--- src/rtl/fetch_stage.sv ---
// Y86-style fetch stage: decodes the ten bytes at the PC into a registered
// output record and advances or parks the PC according to the fetched opcode.
module fetch_stage #(
  parameter logic [63:0] RESET_PC  = 64'h0,
  parameter int          MEM_BYTES = 128
) (
  input  logic        clock,
  input  logic        reset,
  output logic [63:0] imem_addr,
  input  logic [79:0] imem_data,
  input  logic        redirect_valid,
  input  logic [63:0] redirect_pc,
  output logic        out_valid,
  input  logic        out_ready,
  output logic [3:0]  icode,
  output logic [3:0]  ifun,
  output logic [3:0]  rA,
  output logic [3:0]  rB,
  output logic [63:0] valC,
  output logic [63:0] valP,
  output logic [63:0] pc_out,
  output logic [2:0]  stat
);

  typedef enum logic [1:0] {RUN, WAIT_RET, HALTED, ERROR} state_t;

  localparam logic [2:0] ST_AOK = 3'd1;
  localparam logic [2:0] ST_HLT = 3'd2;
  localparam logic [2:0] ST_ADR = 3'd3;
  localparam logic [2:0] ST_INS = 3'd4;

  state_t      r_state, w_next;
  logic [63:0] r_pc;
  logic        r_out_valid;
  logic [3:0]  r_icode, r_ifun, r_ra, r_rb;
  logic [63:0] r_valc, r_valp, r_pc_out;
  logic [2:0]  r_stat;

  logic [3:0]  w_icode, w_ifun, w_len, w_ra, w_rb;
  logic [63:0] w_valc, w_valp, w_next_pc;
  logic [64:0] w_end;
  logic        w_ins_bad, w_adr_bad, w_capture;
  logic [2:0]  w_stat;

  assign w_icode = imem_data[7:4];
  assign w_ifun  = imem_data[3:0];

  always_comb begin
    w_len     = 4'd1;
    w_ra      = 4'hF;
    w_rb      = 4'hF;
    w_valc    = 64'h0;
    w_ins_bad = 1'b0;
    case (w_icode)
      4'h0, 4'h1, 4'h9: w_len = 4'd1;
      4'h2, 4'h6, 4'hA, 4'hB: w_len = 4'd2;
      4'h7, 4'h8: w_len = 4'd9;
      4'h3, 4'h4, 4'h5: w_len = 4'd10;
      default: w_len = 4'd1;
    endcase
    case (w_icode)
      4'h2, 4'h3, 4'h4, 4'h5, 4'h6, 4'hA, 4'hB: begin
        w_ra = imem_data[15:12];
        w_rb = imem_data[11:8];
      end
      default: ;
    endcase
    case (w_icode)
      4'h3, 4'h4, 4'h5: w_valc = imem_data[79:16];
      4'h7, 4'h8:       w_valc = imem_data[71:8];
      default: ;
    endcase
    case (w_icode)
      4'h2, 4'h7: w_ins_bad = (w_ifun > 4'd6);
      4'h6:       w_ins_bad = (w_ifun > 4'd3);
      4'hC, 4'hD, 4'hE, 4'hF: w_ins_bad = 1'b1;
      default:    w_ins_bad = (w_ifun != 4'd0);
    endcase
  end

  // Sum is one bit wider so a PC near 2^64 cannot wrap past the bound check.
  assign w_end     = {1'b0, r_pc} + {61'b0, w_len};
  assign w_adr_bad = (w_end > 65'(MEM_BYTES));
  assign w_valp    = r_pc + {60'b0, w_len};
  assign w_next_pc = (w_icode == 4'h7 || w_icode == 4'h8) ? w_valc : w_valp;

  always_comb begin
    w_stat = ST_AOK;
    if (w_adr_bad)             w_stat = ST_ADR;
    else if (w_ins_bad)        w_stat = ST_INS;
    else if (w_icode == 4'h0)  w_stat = ST_HLT;
  end

  assign w_capture = (r_state == RUN) && (!r_out_valid || out_ready) && !redirect_valid;

  always_ff @(posedge clock or posedge reset) begin
    if (reset) r_state <= RUN;
    else       r_state <= w_next;
  end

  // A faulting fetch parks in ERROR even when the opcode is a ret.
  always_comb begin
    w_next = r_state;
    if (redirect_valid) begin
      w_next = RUN;
    end else if (w_capture) begin
      if (w_stat == ST_ADR || w_stat == ST_INS) w_next = ERROR;
      else if (w_stat == ST_HLT)                w_next = HALTED;
      else if (w_icode == 4'h9)                 w_next = WAIT_RET;
      else                                      w_next = RUN;
    end
  end

  always_ff @(posedge clock or posedge reset) begin
    if (reset) begin
      r_pc        <= RESET_PC;
      r_out_valid <= 1'b0;
      r_icode     <= 4'h0;
      r_ifun      <= 4'h0;
      r_ra        <= 4'hF;
      r_rb        <= 4'hF;
      r_valc      <= 64'h0;
      r_valp      <= 64'h0;
      r_pc_out    <= 64'h0;
      r_stat      <= ST_AOK;
    end else if (redirect_valid) begin
      r_pc        <= redirect_pc;
      r_out_valid <= 1'b0;
    end else if (w_capture) begin
      r_pc        <= w_next_pc;
      r_out_valid <= 1'b1;
      r_icode     <= w_icode;
      r_ifun      <= w_ifun;
      r_ra        <= w_ra;
      r_rb        <= w_rb;
      r_valc      <= w_valc;
      r_valp      <= w_valp;
      r_pc_out    <= r_pc;
      r_stat      <= w_stat;
    end else if (r_out_valid && out_ready) begin
      r_out_valid <= 1'b0;
    end
  end

  assign imem_addr = r_pc;
  assign out_valid = r_out_valid;
  assign icode     = r_icode;
  assign ifun      = r_ifun;
  assign rA        = r_ra;
  assign rB        = r_rb;
  assign valC      = r_valc;
  assign valP      = r_valp;
  assign pc_out    = r_pc_out;
  assign stat      = r_stat;

endmodule

--- config.mk ---
export PLATFORM = sky130hd
export DESIGN_NAME = fetch_stage
export DESIGN_NICKNAME = d
export VERILOG_FILES = /design/src/rtl/fetch_stage.sv
export SDC_FILE = /design/constraint.sdc
export NUM_CORES = 1
export LEC_CHECK = 0
export CORE_MARGIN = 3
export CORE_UTILIZATION = 35
export DETAILED_ROUTE_END_ITERATION = 8
export GPL_TIMING_DRIVEN = 1
export PLACE_DENSITY_LB_ADDON = 0.12
export SLEW_MARGIN = 20
export SYNTH_ARGS = -nofsm -noshare
export SYNTH_HDL_FRONTEND = slang
export SYNTH_SLANG_ARGS = --single-unit
--- constraint.sdc ---
create_clock -name clock -period 11.2 [get_ports clock]
set_input_delay 1.12 -clock clock [delete_from_list [all_inputs] [get_ports clock]]
set_output_delay 1.12 -clock clock [all_outputs]
set_load 0.02 [all_outputs]
==> results_dict.tcl <==
set metrics [dict create \
    die_x_um 204 \
    syn_inst 1563 \
    fin_cells 2447 \
    pin_count 424 \
    final_cell_mix "clkdlybuf4s50_1, nand2_1, dfrtp_1" \
    syn_area_um2 13800 \
    postCtsSetupBuffers 0 \
    dp.cells 2385 \
    met3_usage_pct 7.58 \
    setup_viol 0 \
    max_slew.worst_pin.slew_ps 1090 \
    cellPowerDensity_nw_per_um2 280 \
    rows 72 \
    min_path_type "register to register" \
    dieArea_um2 41800 \
    grt_use_met2_pct 42.7 \
    timing.slew.headroom_pct 27.4 \
    grt_first_pass_wirelength_um 85200 \
    required_ps 11560 \
    crit_type "input pin to register" \
    busiest_layer "met2" \
    layout_commonest_cell "clkdlybuf4s50_1" \
    p_leak_nw 8.05 \
    crit_arrival_ps 6090 \
    drive_above_1_share_pct 5.55 \
    portBuffers 423 \
    crit_fanout 65 \
    ys_warn_count 0 \
    firstDrtPassIters 5 \
    gp_congestion 0.896 \
    cts_tree "done" \
    area_growth_pct 41.4 \
    via_count 13200 \
    rsz0062_at_grt "false" \
    fin_tns_setup_ps 0 \
    cp-end-kind "register" \
    cts_resized 0 \
    hold_viol 0 \
    finalMaxSlewViolations 0 \
    design.core.area_um2 38700 \
    start_util_pct 35.6 \
    die_h_um 204 \
    drv_cap 0 \
    async_flop_share_pct 100 \
    ant_nets 0 \
    cts-root-buf "clkbuf_16" \
    irDropWorstVdd_mv 0.129 \
    fin_crit_ps 5730 \
    r2r_setup_slack_ps 7250 \
    dr.first_iter.drc_count 1081 \
    synth_cell_types 64 \
    cts.sink_count 278 \
    synth_edf_count 0 \
    ys_ff_latch 278 \
    n_fill_cell 3695 \
    drc 0 \
    grt_pass1_vias 13000 \
    htree_levels 2 \
    finalCritPeriodShare_pct 51.2 \
    hpwl_um 40800 \
    multi_input_area_um2 6290 \
    register_area_um2 6970 \
    via_per_inst 5.40 \
    cts_buffers 35 \
    ctsLongestPathBuffers 3 \
    wl_per_cell_um 23.2 \
    clock_latency_ps 530 \
    cts_hold_buf 0 \
    yosysSeqAreaShare_pct 50.5 \
    synth.net_count 1715 \
    clkTransAtPathRegs_ps 60 \
    synth_ff_type "dfrtp_1" \
    gr-usage-met1_pct 35.7 \
    syn_area_per_cell_um2 8.82 \
    status "finished, final reports clean" \
    antenna_found_initial 5 \
    grt_use_total_pct 26.7 \
    timing.fmax_mhz 174 \
    skew_ps 23.1 \
    holdWs_ps 472 \
    wl_um 56800 \
    start_kind "input pin" \
    gr-total-overflow 0 \
    fin_nets 2057 \
    grt_max_degree 118 \
]
==> worst max-delay path: stages <==
cell and delay [ps]:
clkdlybuf4s50_1 640, nand3b_1 320, a21oi_4 170, buf_4 690, nand2b_1 200, ha_1 200
a21oi_1 160, or3_1 500, or4_1 560, xor2_1 240, and4_1 230, nand4_1 170
nor4b_1 470, and4_4 350, o21ai_1 70
==> worst paths after layout <==
| check | startpoint | endpoint | cells past startpoint |
|---|---|---|---|
| min in group asynchronous | reset | pc_out[31] | 2 |
| setup / recovery | imem_data[6] | r_state[0] | 15 |
| hold / removal | pc_out[14] | pc_out[14] | 2 |
| max in group asynchronous | reset | imem_addr[0] | 4 |
| setup reg to reg | imem_addr[0] | r_state[0] | 11 |
| hold reg to reg | pc_out[14] | pc_out[14] | 2 |
==> metrics by stage <==
stage / utilization, % / instance area [µm²] / power [W] / worst slack [ps]
finish: 50.3 / 19500 / 0.00545 / 5470
global route: 50.3 / 19500 / 0.00578 / 5210
CTS: 50.2 / 19500 / 0.00550 / 5510
detailed placement: 47.2 / 18300 / 0.00432 / 5000
global placement: 47.2 / 18300 / 0.00429 / 5130
floorplan: - / 13800 / 0.00304 / 2430
==> final cells by class <==
class	instances	area share [%]
clock inverters	9	0.655
flip-flops and latches	278	35.7
clock buffers	51	5.33
repair buffers	439	22.4
multi-input cells	1139	32.2
diodes	1	0.0128
inverters	12	0.270
well taps	518	3.32
==> state kept, by name, summed over array words and instances, names as in the netlist <==
name       flops
rA             4
stat           3
rB             4
valC          64
imem_addr     64
pc_out        64
valP          64
out_valid      1
icode          4
ifun           4
r_state        2
==> cells in the mapped netlist, drive strengths merged, types with 2 or more instances <==
| master | number | share of area [%] |
|---|---|---|
| nand4 | 27 | 1.3 |
| nor2b | 3 | 0.14 |
| ha | 3 | 0.27 |
| inv | 12 | 0.33 |
| or4 | 2 | 0.11 |
| dfstp | 9 | 1.7 |
| o21ai | 205 | 7.4 |
| a311oi | 2 | 0.13 |
| nor2 | 62 | 1.7 |
| dfrtp | 269 | 49 |
| and2 | 7 | 0.32 |
| nand3b | 2 | 0.11 |
| a21o | 3 | 0.16 |
| and4 | 9 | 0.63 |
| nand2 | 416 | 11 |
| a31oi | 13 | 0.59 |
| nor3 | 18 | 0.85 |
| or3 | 6 | 0.27 |
| o211ai | 3 | 0.16 |
| a221o | 44 | 3.2 |
| buf | 40 | 1.5 |
| clkbuf | 94 | 2.6 |
| a221oi | 2 | 0.13 |
| a211oi | 3 | 0.16 |
| nand3 | 35 | 1.4 |
| nor4 | 10 | 0.59 |
| o31ai | 2 | 0.11 |
| nor4b | 3 | 0.19 |
| mux2i | 2 | 0.15 |
| xor2 | 26 | 1.7 |
| and3 | 16 | 0.76 |
| a21oi | 63 | 2.3 |
| a22oi | 75 | 4.1 |
| nand2b | 9 | 0.41 |
| a31o | 4 | 0.25 |
| a211o | 2 | 0.13 |
| nor3b | 3 | 0.16 |
| xnor2 | 48 | 3.0 |
==> cell families (layout without fill, tap and decap cells) <==
| logic type | Yosys count | after routing | share of synthesized area, % |
|---|---|---|---|
| DFF | 278 | 278 | 50.5 |
| adders and majority gates | 4 | 4 | 0.417 |
| xor gates and xnor gates | 74 | 74 | 4.70 |
| AOI/OAI and AO/OA | 428 | 428 | 19.3 |
| buffers and inverters | 146 | 511 | 4.38 |
| muxes | 2 | 2 | 0.145 |
| and+or+nand+nor | 631 | 631 | 20.5 |
| other | 0 | 1 | 0 |
==> per-layer routing <==
layer | wire, µm | vias to the layer above
li1 | - | 6146
met5 | 51 | -
met4 | 1360 | 6
met3 | 4770 | 80
met1 | 24000 | 6467
met2 | 26700 | 504
==> where the power goes <==
part / internal [W] / switching [W]
Combinational: 0.00106 / 0.00140
Clock: 0.000711 / 0.000446
Sequential: 0.00143 / 0.000409
Total: 0.00320 / 0.00225
Power figures use the tool's default switching activity.
